`config.mk`:
```
export PLATFORM = sky130hd
export DESIGN_NAME = stump_shift_iter
export DESIGN_NICKNAME = d
export VERILOG_FILES = /design/src/rtl/stump_shift_iter.sv
export SDC_FILE = /design/constraint.sdc
export NUM_CORES = 1
export LEC_CHECK = 0
export BUFFER_PORTS_ARGS = -buffer_cell sky130_fd_sc_hd__buf_2
export CAP_MARGIN = 20
export CORE_ASPECT_RATIO = 0.7
export CORE_MARGIN = 2
export CORE_UTILIZATION = 43
export DETAILED_ROUTE_END_ITERATION = 10
export PLACE_DENSITY_LB_ADDON = 0.25
export SETUP_SLACK_MARGIN = 0.2
export SLEW_MARGIN = 0
export SYNTH_ARGS = -nofsm -noshare
export SYNTH_HDL_FRONTEND = slang
export SYNTH_SLANG_ARGS = --single-unit
```
`constraint.sdc`:
```
create_clock -name clk -period 1.6 [get_ports clk]
set_input_delay 0.4 -clock clk [delete_from_list [all_inputs] [get_ports clk]]
set_output_delay 0.4 -clock clk [all_outputs]
set_load 0.01 [all_outputs]
```
`src/rtl/stump_shift_iter.sv`:
```
// Multi-cycle shift sequencer for the Stump single-bit shift unit.
// Loops the operand through the external shift unit once per clock for a
// programmable number of steps, giving multi-bit ASR/ROR/RRC without a
// barrel shifter. The shift unit itself stays outside this block.
module stump_shift_iter #(
    parameter int WIDTH = 16,
    parameter int CNT_W = 4
) (
    input  logic             clk,
    input  logic             rst,
    input  logic             start,
    input  logic [WIDTH-1:0] operand,
    input  logic [1:0]       shift_op,
    input  logic [CNT_W-1:0] amount,
    input  logic             c_in,
    output logic [WIDTH-1:0] sh_operand_A,
    output logic             sh_c_in,
    output logic [1:0]       sh_shift_op,
    input  logic [WIDTH-1:0] sh_shift_out,
    input  logic             sh_c_out,
    output logic             busy,
    output logic             done,
    output logic [WIDTH-1:0] result,
    output logic             c_out
);

    typedef enum logic [1:0] {
        IDLE = 2'd0,
        RUN  = 2'd1,
        DONE = 2'd2
    } state_t;

    localparam logic [1:0]       OP_NONE = 2'b00;
    localparam logic [CNT_W-1:0] CNT_ONE = CNT_W'(1);

    state_t           state;
    state_t           state_next;
    logic [WIDTH-1:0] acc;
    logic             carry;
    logic [CNT_W-1:0] cnt;
    logic [1:0]       op;

    // State register and datapath registers, synchronous reset.
    // NOTE: sequential state uses non-blocking (<=) so every register samples
    // pre-edge values; blocking here would let later lines see updated values.
    always_ff @(posedge clk) begin
        if (rst) begin
            state <= IDLE;
            acc   <= '0;
            carry <= 1'b0;
            cnt   <= '0;
            op    <= OP_NONE;
        end else begin
            state <= state_next;
            unique case (state)
                IDLE: begin
                    if (start) begin
                        acc   <= operand;
                        op    <= shift_op;
                        cnt   <= amount;
                        // A "none" op passes through with a cleared carry,
                        // matching what the shift unit itself produces.
                        carry <= (shift_op == OP_NONE) ? 1'b0 : c_in;
                    end
                end
                RUN: begin
                    acc   <= sh_shift_out;
                    carry <= sh_c_out;
                    cnt   <= cnt - CNT_ONE;
                end
                default: begin
                    // DONE holds acc/carry so result stays stable.
                end
            endcase
        end
    end

    // Next-state logic.
    // NOTE: default assignment first so no path through the case leaves
    // state_next unassigned, which would infer a latch.
    always_comb begin
        state_next = state;
        unique case (state)
            IDLE: begin
                if (start) begin
                    if (shift_op == OP_NONE || amount == '0) begin
                        state_next = DONE;
                    end else begin
                        state_next = RUN;
                    end
                end
            end
            RUN: begin
                if (cnt == CNT_ONE) begin
                    state_next = DONE;
                end
            end
            DONE: begin
                state_next = IDLE;
            end
            default: begin
                state_next = IDLE;
            end
        endcase
    end

    // Output decode: shift unit is only told to shift while in RUN.
    always_comb begin
        sh_operand_A = acc;
        sh_c_in      = carry;
        sh_shift_op  = (state == RUN) ? op : OP_NONE;
        busy         = (state != IDLE);
        done         = (state == DONE);
        result       = acc;
        c_out        = carry;
    end

endmodule
```
* Word-level counts from Yosys, hierarchy flattened
Cells that the tools add are included.
** Operators by class
- $add $sub $neg :: 1
- Reduce and logical (&&, ||, !) cells :: 9
- Equality and inequality tests :: 5
- Multiplexer cells :: 12
** Operators by type and width (count)
- case mux 16 bit (2 select lines) :: 1
- 2-to-1 mux 16 bit :: 1
- 2-to-1 mux 2 bit :: 4
- case mux 4 bit (2 select lines) :: 1
- AND reduction 2 bit :: 3
- equality test 4 x 1 -> 1 bit, second input constant :: 1
- logical NOT 2 bit :: 2
- logical NOT 4 bit :: 1
- 2-to-1 mux 4 bit :: 1
- != test 2 bit, second input constant :: 2
- case mux 2 bit (2 select lines) :: 1
- nonzero test 2 bit :: 2
- subtractor 4 x 1 -> 4 bit, second input constant :: 1
- equality test 2 x 1 -> 1 bit, second input constant :: 1
- equality test 2 bit, second input constant :: 1
- 2-to-1 mux 1 bit :: 2
- case mux 1 bit (2 select lines) :: 1
- logical OR 1 bit :: 1
** Word-level totals
- Output and inout bits :: 38
- Bits in registers :: 25

* Longest topological paths before layout
- Depth after elaboration :: 5
- Depth in mapped cells :: 6

* Worst setup path before layout
No wires, ideal clock.
- Path kind :: register to output
- From :: reg state[0]
- To :: out sh_shift_op[0]
- Path buffers :: 2
- Arrival :: 1.018 ns
- Path slack :: 0.182 ns
- Cell stages (with the launch flop) :: 5
- Path through :: dfxtp_1 and2b_2 buf_4 buf_6 and2_1
** On the way
- Cells in the longest elaborated chain, start to end :: 2
** RTL lines
- start: declaration :: RTL line 36 : state_t state;
- start signal: assignment :: RTL line 54 : state <= state_next;
- equality test 2 x 1 -> 1 bit :: RTL line 111 : sh_shift_op = (state == RUN) ? op : OP_NONE;
- 2-to-1 mux 2 bit :: RTL line 111
- end: declaration :: RTL line 18 : output logic [1:0] sh_shift_op,
No other way between the ends.

* Worst setup path after layout
- From :: reg state[1]
- To :: out sh_shift_op[1]
The elaborated chain is that of the path after synthesis.

==> impl_metrics.env <==
export IMPL_cts_tree="yes"
export IMPL_hp_class="in -> reg"
export IMPL_synth_nets=216
export IMPL_final_hold_viol_count=0
export IMPL_r2r_start="state[1]"
export IMPL_slew_viol_final=0
export IMPL_crit_required_ns=1.20
export IMPL_fp_row_count=17
export IMPL_wl_met1_um=1750
export IMPL_yosys_top_cells_count="nand2_1, dfxtp_1, nor2_1, buf_4, a311oi_1"
export IMPL_ys_ff_latch=25
export IMPL_peakVddDrop_mv=0.542
export IMPL_r2r_slack_ns=0.21
export IMPL_clk_latency_ns=0.26
export IMPL_relSlewSlack_pct=61.6
export IMPL_path_clk_slew_ns=0.09
export IMPL_maxCapViolations=0
export IMPL_htreeDepth=1
export IMPL_initial_core_util_pct=45.0
export IMPL_grt_setup_unrepaired="yes"
export IMPL_vias_per_cell=5.18
export IMPL_tightest_slew_ns=0.577
export IMPL_startpoint="state[1]"
export IMPL_synth_main_ff_cell="dfxtp_1"
export IMPL_async_flop_share_pct=0
export IMPL_yosysWarnings=0
export IMPL_reg2reg_to="result[2]"
export IMPL_antenna_found_initial=0
export IMPL_leakagePower_uw=0.000977
export IMPL_firstDrtPassIters=4
export IMPL_endpoint="sh_shift_op[1]"
export IMPL_dieWidth_um=72.6
export IMPL_hold_slack_ns=0.392
export IMPL_clockBufferDepth=2
export IMPL_end_kind="primary output"
export IMPL_ios=81
export IMPL_ant_nets=0
export IMPL_fillers=289
export IMPL_critPathLaunchType="flip-flop"
export IMPL_vias=1455
export IMPL_grt_pass1_vias=1220
export IMPL_holdBufCountCts=0
export IMPL_ff2ff_path_depth=6
export IMPL_drive_gt1_share_pct=52.3
export IMPL_avgRoutedWirePerCell_um=13.5
export IMPL_synth_top_cell_area_share_pct=35.4
export IMPL_cp_max_fo=4
export IMPL_synth_area_leader_cell="dfxtp_1"
export IMPL_outcome="finished, final reports clean"
export IMPL_die_area_sq_mm=0.00377
export IMPL_avgSynthCellArea_sq_um=8.28
export IMPL_fmax_mhz=649
export IMPL_areaGrowthSynthToFinish_pct=40.0
export IMPL_worstPathArrival_ns=1.14
export IMPL_cts_inserted_buffers=3
export IMPL_synth_area_top_cells="dfxtp_1, buf_4, a311oi_1, nand2_1, nor2_1"
export IMPL_io_buffers=80
export IMPL_layout_nets=289
export IMPL_top_layer_used="met4"
export IMPL_grt_pass1_wl_um=5700
export IMPL_skew_ns=0.00599
export IMPL_wl_um=3790
export IMPL_setup_violations=0
export IMPL_drt_iter0_drc=61
export IMPL_synth_edf_count=0
export IMPL_core_area_sq_mm=0.00315
export IMPL_drc=0
export IMPL_synth_cell_type_count=36
export IMPL_wl_met3_um=295
export IMPL_overflow=0
export IMPL_pwr_density_cell_mw_per_mm2=1020
export IMPL_dp_hpwl_um=2520
export IMPL_die_h_um=52.0
export IMPL_syn_cell_area_sq_mm=0.00142
export IMPL_grt_max_degree=27
export IMPL_dr_wl_met2_um=1710
export IMPL_routabilityCongestion=0.788
export IMPL_clock_sinks=25
export IMPL_fin_crit_ns=1.54
export IMPL_n_antenna_cell=0
export IMPL_syn_inst=171
export IMPL_fin_crit_sh_pct=96.3
export IMPL_tns_ns=0
export IMPL_cts_root_buf="clkbuf_8"
export IMPL_synth_seq_area_share_pct=35.4
export IMPL_critPathKind="reg -> out"
export IMPL_grt_usage_pct=19.4
export IMPL_yosysMostFrequentCell="nand2_1"
flip-flops by register name (all words and copies together) (netlist names):
| register | flops |
|---|---|
| result | 16 |
| c_out | 1 |
| op | 2 |
| state | 2 |
| cnt | 4 |
worst max-delay path: stages, from the launching register on:
cell and delay, ns:
dfxtp_4 0.37, and2b_2 0.25, and2_4 0.15, buf_6 0.11
final cells by class:
cell class | instances | area [sq um] | area share [%]
clock buffer | 4 | 45.0 | 2.27
inverter | 6 | 22.5 | 1.14
multi-input combinational | 110 | 746 | 37.7
sequential | 25 | 509 | 25.7
tap | 38 | 47.5 | 2.40
timing repair buffer | 98 | 611 | 30.8
report_power, final:
part           internal [uW]  total [uW]  switching (uW)
sequential               718         789            71.1
clock                    178         367             190
combinational            433         870             437
timing repair:
action / CTS / global route
gates cloned: 0 / 2
hold endpoints to repair: 0 / 0
endpoints found under the setup margin: 15 / 22
pin swaps: 2 / 5
setup buffers: 6 / 4
resized for setup: 7 / 21
through the flow:
stage,instances,setup WS (ns),total power (uW),instance area [sq um],util [%]
6_report,281,0.0592,2030,1980,62.9
5_1_grt,281,0.0241,2160,1980,62.9
4_1_cts,275,0.0670,1890,1790,57.0
3_5_place_dp,265,0.130,1480,1680,53.4
3_3_place_gp,265,0.171,1480,1680,53.4
2_1_floorplan,171,0.212,1320,1420,-
metal layers:
metal  GRT usage [%]  up-vias
li1                -      719
met4            1.85        0
met5               0        -
met2            32.9       59
met3            4.84        6
met1            26.0      671
logic make-up (layout without fill, tap and decap cells):
family,after synthesis,count (layout),share of synthesized area (%)
and+or+nand+nor,71,71,22.2
buffers and inverters,36,108,18.6
AOI/OAI and AO/OA,35,35,20.7
DFF,25,25,35.4
adders and majority gates,2,2,1.77
muxes,2,2,1.41
how the worst min path moves through the flow:
stage                                 from         end  depth (start not counted)
after global placement               c_out       c_out                          2
final                      sh_shift_out[1]   result[1]                          3
after floorplan                      op[0]       op[0]                          2
after detailed placement             c_out       c_out                          2
after global routing       sh_shift_out[0]   result[0]                          3
after CTS                 sh_shift_out[13]  result[13]                          3
placed cells by master, fill, tap and decap left out, types with 2 or more instances in the layout:
cell        n
a311oi_2   10
inv_1       6
dfxtp_4     2
and2_4      2
a311oi_1    6
buf_2      78
nor2b_1     2
nor4_1      2
clkbuf_16   2
buf_6       4
nand2_1    34
dfxtp_1    22
a211oi_1    2
mux2i_1     2
buf_4      12
a21oi_1     3
ha_1        2
nor2_1     22
o21ai_0     4
clkbuf_8    3
Note: power is estimated with default switching activity, not from simulation.
